**src/rtl/imem_loader_if.sv**
```systemverilog
// imem_loader_if: valid/ready byte stream that carries program words into
// the instruction-store loader. The producer (host or bench) uses the
// master modport; the loader uses the slave modport.
interface imem_loader_if #(
  parameter int DW = 8
);
  logic [DW-1:0] in_data;
  logic          in_valid;
  logic          in_ready;

  modport master (output in_data, output in_valid, input in_ready);
  modport slave  (input in_data, input in_valid, output in_ready);
endinterface

```
**src/rtl/imem_loader.sv**
```systemverilog
// imem_loader: writer end of the instruction-fetch store. Streams a program
// of load_len bytes into a 64 x 8 register-based store at sequential
// addresses, holds the core in reset while loading, and releases it once the
// whole program is in place. A combinational read port serves the fetch stage.
// Optional feature macro: IMEM_LOADER_CHECKSUM_EN -- after the program words
// one extra checksum byte is accepted; the load succeeds only if the 8-bit
// sum of all words plus the checksum byte is zero, otherwise the FSM enters ERR.
module imem_loader #(
  parameter int DW    = 8,
  parameter int AW    = 6,
  parameter int DEPTH = 64
) (
  input  logic          clk,
  input  logic          reset,
  input  logic          load_start,
  input  logic [AW:0]   load_len,
  imem_loader_if.slave  s_in,
  input  logic [7:0]    rd_addr,
  output logic [DW-1:0] rd_data,
  output logic          core_reset_n,
  output logic          busy,
  output logic          done,
  output logic          err,
  output logic [AW:0]   wr_ptr
);

  localparam logic [AW:0] DEPTH_W = (AW+1)'(DEPTH);

`ifdef IMEM_LOADER_CHECKSUM_EN
  typedef enum logic [2:0] {S_IDLE, S_LOAD, S_CHECK, S_RUN, S_ERR} state_t;
`else
  typedef enum logic [2:0] {S_IDLE, S_LOAD, S_RUN, S_ERR} state_t;
`endif

  state_t        state_q;
  logic [DW-1:0] mem_q [DEPTH];
  logic [AW:0]   len_q;
  logic [AW:0]   wr_ptr_q;
  logic          in_ready_q;
  logic          core_reset_n_q;
  logic          busy_q;
  logic          done_q;
  logic          err_q;

  logic [AW:0]   wr_ptr_d;
  logic          accept;
  logic          len_legal;

`ifdef IMEM_LOADER_CHECKSUM_EN
  logic [DW-1:0] sum_q;
  logic [DW-1:0] sum_d;
`endif

  // Handshake qualification and next-pointer / running-sum arithmetic.
  always_comb begin
    accept    = s_in.in_valid & in_ready_q;
    len_legal = (load_len != '0) && (load_len <= DEPTH_W);
    wr_ptr_d  = wr_ptr_q + {{AW{1'b0}}, 1'b1};
`ifdef IMEM_LOADER_CHECKSUM_EN
    sum_d     = sum_q + s_in.in_data;
`endif
  end

  // Loader FSM with registered outputs; also owns the store's write port.
  always_ff @(posedge clk or negedge reset) begin
    if (!reset) begin
      state_q        <= S_IDLE;
      len_q          <= '0;
      wr_ptr_q       <= '0;
      in_ready_q     <= 1'b0;
      core_reset_n_q <= 1'b0;
      busy_q         <= 1'b0;
      done_q         <= 1'b0;
      err_q          <= 1'b0;
`ifdef IMEM_LOADER_CHECKSUM_EN
      sum_q          <= '0;
`endif
      for (int i = 0; i < DEPTH; i++) mem_q[i] <= '0;
    end else begin
      case (state_q)
        // IDLE, RUN and ERR all start a new load on a legal load_start;
        // an illegal length only raises the sticky error flag.
        S_IDLE, S_RUN, S_ERR: begin
          if (load_start) begin
            if (len_legal) begin
              state_q        <= S_LOAD;
              len_q          <= load_len;
              wr_ptr_q       <= '0;
              in_ready_q     <= 1'b1;
              core_reset_n_q <= 1'b0;
              busy_q         <= 1'b1;
              done_q         <= 1'b0;
              err_q          <= 1'b0;
`ifdef IMEM_LOADER_CHECKSUM_EN
              sum_q          <= '0;
`endif
            end else begin
              err_q <= 1'b1;
            end
          end
        end
        // Write accepted words; the last word lands on the same edge that
        // leaves LOAD, so the core is released only after it is stored.
        S_LOAD: begin
          if (accept) begin
            mem_q[wr_ptr_q[AW-1:0]] <= s_in.in_data;
            wr_ptr_q                <= wr_ptr_d;
`ifdef IMEM_LOADER_CHECKSUM_EN
            sum_q                   <= sum_d;
            if (wr_ptr_d == len_q) state_q <= S_CHECK;
`else
            if (wr_ptr_d == len_q) begin
              state_q        <= S_RUN;
              in_ready_q     <= 1'b0;
              busy_q         <= 1'b0;
              done_q         <= 1'b1;
              core_reset_n_q <= 1'b1;
            end
`endif
          end
        end
`ifdef IMEM_LOADER_CHECKSUM_EN
        // One checksum byte: never stored, never advances wr_ptr.
        S_CHECK: begin
          if (accept) begin
            in_ready_q <= 1'b0;
            busy_q     <= 1'b0;
            if (sum_d == '0) begin
              state_q        <= S_RUN;
              done_q         <= 1'b1;
              core_reset_n_q <= 1'b1;
            end else begin
              state_q <= S_ERR;
              err_q   <= 1'b1;
            end
          end
        end
`endif
        default: state_q <= S_IDLE;
      endcase
    end
  end

  assign s_in.in_ready = in_ready_q;
  assign core_reset_n  = core_reset_n_q;
  assign busy          = busy_q;
  assign done          = done_q;
  assign err           = err_q;
  assign wr_ptr        = wr_ptr_q;

  // Fetch read port: PC wraps modulo DEPTH; a same-cycle write is seen next cycle.
  assign rd_data = mem_q[rd_addr[AW-1:0]];

endmodule

```
**src/flat_wrapper.sv**
```systemverilog
// flat-port wrapper written by rule: the top's interface ports become plain ports
module imem_loader_flat 
#(
  parameter int DW    = 8,
  parameter int AW    = 6,
  parameter int DEPTH = 64
)
  (clk, reset, load_start, load_len, rd_addr, rd_data, core_reset_n, busy, done, err, wr_ptr, s_in_in_data, s_in_in_valid, s_in_in_ready);
  imem_loader_if #(.DW(DW)) s_in_i ();
  input  logic clk;
  input  logic reset;
  input  logic load_start;
  input  logic [AW:0] load_len;
  input  logic [7:0] rd_addr;
  output logic [DW-1:0] rd_data;
  output logic core_reset_n;
  output logic busy;
  output logic done;
  output logic err;
  output logic [AW:0] wr_ptr;
  input wire logic [$bits(s_in_i.in_data)-1:0] s_in_in_data;
  input wire logic [$bits(s_in_i.in_valid)-1:0] s_in_in_valid;
  output wire logic [$bits(s_in_i.in_ready)-1:0] s_in_in_ready;
  assign s_in_i.in_data = s_in_in_data;
  assign s_in_i.in_valid = s_in_in_valid;
  assign s_in_in_ready = s_in_i.in_ready;
  imem_loader #(.DW(DW), .AW(AW), .DEPTH(DEPTH)) u_core (.clk(clk), .reset(reset), .load_start(load_start), .load_len(load_len), .s_in(s_in_i), .rd_addr(rd_addr), .rd_data(rd_data), .core_reset_n(core_reset_n), .busy(busy), .done(done), .err(err), .wr_ptr(wr_ptr));
endmodule
```
**config.mk**
```make
export PLATFORM = sky130hd
export DESIGN_NAME = imem_loader_flat
export DESIGN_NICKNAME = d
export VERILOG_FILES = /design/src/rtl/imem_loader_if.sv /design/src/rtl/imem_loader.sv /design/src/flat_wrapper.sv
export SDC_FILE = /design/constraint.sdc
export NUM_CORES = 1
export LEC_CHECK = 0
export ABC_AREA = 1
export CORE_AREA = 2 2 218 328
export DETAILED_ROUTE_END_ITERATION = 10
export DIE_AREA = 0 0 220 330
export PLACE_DENSITY_LB_ADDON = 0.08
export SLEW_MARGIN = 20
export SYNTH_ARGS = -nofsm -noshare
export SYNTH_HDL_FRONTEND = slang
export SYNTH_SLANG_ARGS = --single-unit
```
**constraint.sdc**
```tcl
create_clock -name clk -period 2.75 [get_ports clk]
set_input_delay 0.55 -clock clk [delete_from_list [all_inputs] [get_ports clk]]
set_output_delay 0.55 -clock clk [all_outputs]
set_load 0.01 [all_outputs]
```
Word-level counts from Yosys, hierarchy flattened

Cells that the tools add are included.

Bits in registers: 532
Input bits: 27
Output and inout bits: 20

Muxes and demuxes: 26
Reduce and logical (&&, ||, !) cells: 12
Bitwise logic cells: 3
$add $sub $neg: 1
Magnitude comparators: 4
Equal/unequal tests: 8

Operator list:

| kind                                                       | count |
|---|---|
| bitwise mux 512 bit                                        | 1 |
| binary-select mux 8 bit (select 6 bit)                     | 1 |
| demux 8 bit (select 6 bit)                                 | 1 |
| 2-to-1 mux 8 bit                                           | 3 |
| 2-to-1 mux 7 bit                                           | 3 |
| >= comparator 7 bit, second input constant                 | 2 |
| NOT 6 -> 7 bit                                             | 2 |
| case mux 7 bit (2 select lines)                            | 1 |
| 2-to-1 mux 3 bit                                           | 4 |
| 2-to-1 mux 1 bit                                           | 9 |
| AND reduction 4 bit                                        | 2 |
| adder 7 x 1 -> 7 bit, second input constant                | 1 |
| equality test 7 bit                                        | 1 |
| <= comparator 7 bit, second input constant                 | 1 |
| less-than comparator 7 x 1 -> 1 bit, second input constant | 1 |
| nonzero test 7 bit                                         | 1 |
| equality test 3 x 2 -> 1 bit, second input constant        | 2 |
| != test 2 x 1 -> 1 bit, second input constant              | 3 |
| case mux 3 bit (2 select lines)                            | 1 |
| AND reduction 5 bit                                        | 1 |
| case mux 1 bit (2 select lines)                            | 2 |
| AND reduction 2 bit                                        | 2 |
| equality test 3 x 1 -> 1 bit, second input constant        | 1 |
| zero test 3 bit                                            | 1 |
| other kinds (6)                                            | 7 |

Logic depth before layout (Yosys ltp)

Depth in word-level cells: 6
Depth in mapped cells: 12
Gate-level depth less buffers: 11

Worst setup path before layout

OpenSTA, ideal clock, no wires.

Path type: input-to-output
Start point: input port rd_addr[0]
End point: output port rd_data[3]
Setup slack: 0.348 ns
Path buffers: 3
Data required time: 2.200 ns
Arrival: 1.852 ns
Cell stages on the path: 12
Path through: clkbuf_1 inv_1 clkbuf_1 clkbuf_1 nand2_1 nand3_1 nand3_1 nand2_1 nand2_1 nand3_1 nand3_1 nand2_1

Longest elaborated chain between the ends: 4

Ends and longest elaborated chain:

| item                                                | RTL line           | text |
|---|---|---|
| start: declaration                                  | flat_wrapper.sv:14 | `input logic [7:0] rd_addr;` |
| NOT 6 -> 7 bit (not written as such)                | imem_loader.sv:152 | `assign rd_data = mem_q[rd_addr[AW-1:0]];` |
| binary-select mux 8 bit (select 6 bit)              | imem_loader.sv:152 |  |
| 2-to-1 mux 8 bit (not written as such) (2 in a row) | imem_loader.sv:152 |  |
| end: declaration                                    | flat_wrapper.sv:15 | `output logic [DW-1:0] rd_data;` |

No other way between the ends. The select of a mux whose other input is x is not followed.

Worst setup path in the final report

Start point: input port rd_addr[4]
End point: output port rd_data[7]

The elaborated chain is that of the path after synthesis.

==> impl_results.md <==
* Worst reg2reg endpoint: u_core.mem_q[378]$_DFFE_PN0P_
* Slew margin rel. at 0.556
* FF+latch count, synth at 531
* TritonCTS clock tree: built
* I/O pin cnt at 47
* Critical-path maximum fanout at 11
* Clock power frac at 0.357
* Final Wtd Congestion at 0.890
* GRT Overall Usage at 0.227
* Fraction of layout cells with a size suffix above 1 at 0.103
* CTS clock-pin slew for the worst setup and hold paths at 0.06 ns
* CP most frequent cell: nand3_1
* Max incr delay on CP at 0.48 ns
* P_int at 15.2 mW
* Final HPWL DP at 52,000 microns
* Worst Clk Skew at 0.0186 ns
* Tightest Pin Transition at 0.667 ns
* Most frequent cell after synthesis: nand2_1
* Register-to-register setup slack at 0.55 ns
* Clock Latency Late Sink at 0.62 ns
* Mean routed wirelength per cell at 20.0 microns
* H-Tree Depth at 2
* RSZ-0062 raised after global routing: yes
* CP arrival at 2.21 ns
* CTS max path bufs at 3
* Vias in the first global route at 20,500
* Yosys top cell area share at 0.548
* Critical Path Start: rd_addr[4]
* Failing checks: negative setup slack
* Drt total wl at 81,300 microns
* DRC errors left at 0
* Core Rows at 119
* Die H at 330 microns
* Final Non-Filler Cells at 4,058
* # setup viols final at 1
* WP data required at 2.20 ns
* Crit path kind: in2out
* Die area at 0.0726 sq mm
* First-pass GRT wire length at 125,000 microns
* Initial DRT Pass Iterations at 6
* Area grow syn2layout at 19.9%
* Synth async-reset ratio at 1.00
* WHS at 0.483 ns
* Total grt overflow at 0
* Placed insts at 3,942
* Final Instance Area at 0.0291 sq mm
* Buffers on Ports at 44
* Mean area per synthesized cell at 7.89 sq um
* Initial Util at 0.348
* Fin crit period at 2.76 ns
* Final WS setup at -0.0129 ns
* Post-synth EDFFs at 0
* Yosys cell types at 23
* Ant diodes at 0
* Top cells by count, synth: nand2_1 (1,264), dfrtp_1 (531), o21ai_0 (522)
* Max rail drop VDD at 0.000639 V
* Crit path launch type: primary input
* Clock Tree Root: clkbuf_16
* FMAX at 362 MHz
* Largest net degree at the start of global routing at 65
* Hold Vio Cnt, Final at 0
* Min-Delay Path Class: reg2reg
* Vias per cell at 5.16
* Cell taking the most area after synthesis: dfrtp_1
* Crit-path cells: clkdlybuf4s50_1 -> inv_1 -> nand3_1 -> nand3_1 -> nand2_1 -> clkdlybuf4s15_2
* Core area at 0.0697 sq mm
* Post-DRT Antenna Nets at 0
* TritonCTS Buffers at 55
* Syn Inst Count at 3,071
* Sequential area share after synthesis at 0.548
* # clock sinks at 531
* Max Slew Vio Count at 0
* Reg-to-reg critical path startpoint: u_core.state_q[1]$_DFFE_PN0P_
* Combinational Power Share at 0.190
* Final Cycle Share at 1.00
* Synth Flop Type: dfrtp_1
* Max Cap Viol at 0
* Syn Std Cell Area at 0.0242 sq mm
* Ys Warns at 0
* DIE WIDTH at 220 microns
* Status: finished, violations left
* Slowest-stage cell, CP: clkdlybuf4s50_1
* Worst slack, placed at -0.477 ns
* Initial antenna violation count at 0
* Switching pwr at 6.51 mW
* Mapped Nets at 3,099
* Vias at 20,900
* Crit path capture: rd_data[7]
* P per Cell Area at 748 mW/mm^2
* Total negative slack at -0.0129 ns
* Post-Route Utilization at 0.417
* Worst r2r path cells at 8
* Initial DRC Count at 1,874
* Switching portion of total power at 0.299
* P_leak at 13.0 nW
* Sequential power share at 0.454
* Layout Nets at 3,137
* Power Total at 21.7 mW
* Placed cell areas at 0.0267 sq mm
* Main area contributors after synthesis: dfrtp_1 (55%), nand2_1 (20%), o21ai_0 (11%), nand3_1 (9.2%), clkbuf_1 (3.0%)
* Crit end category: primary output
area by class of cell:
cell class | count | area (sq um)
Fill cell | 7135 | 40600
Tap cell | 907 | 1130
Clock inverter | 9 | 120
Clock buffer | 90 | 1730
Inverter | 37 | 175
Timing Repair inverter | 1 | 11.3
Multi-Input combinational cell | 2275 | 10000
Timing Repair Buffer | 208 | 2580
Sequential cell | 531 | 13300
flip-flops by register name, indices dropped and copies added, names as in the netlist:
register	cells
u_core.len_q	7
u_core.wr_ptr	7
u_core.state_q	2
u_core.mem_q	512
u_core.s_in.in_ready	1
u_core.err	1
u_core.core_reset_n	1
cells by family (layout without fill, tap and decap cells):
group,count (synthesis),in the layout,share of synthesized area
simple gates,1740,1740,0.297
compound gates,533,533,0.110
flops,531,531,0.548
buf+inv,265,345,0.0440
fa+ha+maj,1,1,0.000516
xor+xnor,1,1,0.000361
cells in the final DEF (no fill, tap or decap), types with 5 or more instances in the layout:
cell type and instances:
nand2_1 1230, dfrtp_1 531, o21ai_0 522, nand3_1 436
buf_4 90, clkbuf_16 62, buf_12 50, nand2_2 34
clkdlybuf4s50_1 32, inv_1 23, clkbuf_8 18, clkbuf_1 15
buf_6 13, nand3_2 11, nor2_1 10, inv_2 9
nor3_1 7, o21ai_1 6, clkinv_2 6, clkdlybuf4s15_2 6
nand4_1 5
repair_timing:
| item | 4_1_cts | 5_1_grt |
|---|---|---|
| hold endpoints to repair | 41 | 0 |
| resized for setup | 70 | 26 |
| gates cloned | 4 | 5 |
| pin swaps | 2 | 1 |
| buffers inserted | 0 | 7 |
| setup endpoints to repair | 8 | 8 |
| hold buffers | 1 | 0 |
power groups by stage:
stage / clock network [mW] / registers [mW] / logic [mW]
after CTS: 7.98 / 9.84 / 4.15
final: 7.75 / 9.86 / 4.13
after floorplan: 0 / 9.79 / 2.42
after global routing: 8.29 / 10.0 / 4.67
after global placement: 0 / 9.93 / 4.00
after detailed placement: 0 / 9.96 / 4.08
per-layer routing:
| metal | GRT usage | wire (microns) |
|---|---|---|
| met5 | 0 | 0 |
| met4 | 0.0880 | 3420 |
| met3 | 0.0273 | 3540 |
| met2 | 0.398 | 40900 |
| met1 | 0.285 | 33500 |
worst max-delay path: cells and delay by family:
family                 cells  cell delay, ns
AND/OR/NAND/NOR            3            0.51
buffers and inverters      3            1.15
worst min path at each step:
| stage | to | cells after the start | startpoint |
|---|---|---|---|
| 2_1_floorplan | u_core.core_reset_n$_DFFE_PN0P_ | 0 | reset |
| 3_3_place_gp | u_core.mem_q[126]$_DFFE_PN0P_ | 2 | u_core.mem_q[126]$_DFFE_PN0P_ |
| 3_5_place_dp | u_core.mem_q[304]$_DFFE_PN0P_ | 2 | u_core.mem_q[304]$_DFFE_PN0P_ |
| 4_1_cts | u_core.len_q[2]$_DFFE_PN0P_ | 3 | load_len[2] |
| 5_1_grt | u_core.mem_q[98]$_DFFE_PN0P_ | 2 | u_core.mem_q[98]$_DFFE_PN0P_ |
| 6_report | u_core.mem_q[221]$_DFFE_PN0P_ | 2 | u_core.mem_q[221]$_DFFE_PN0P_ |
Note: power is estimated with default switching activity, not from simulation.
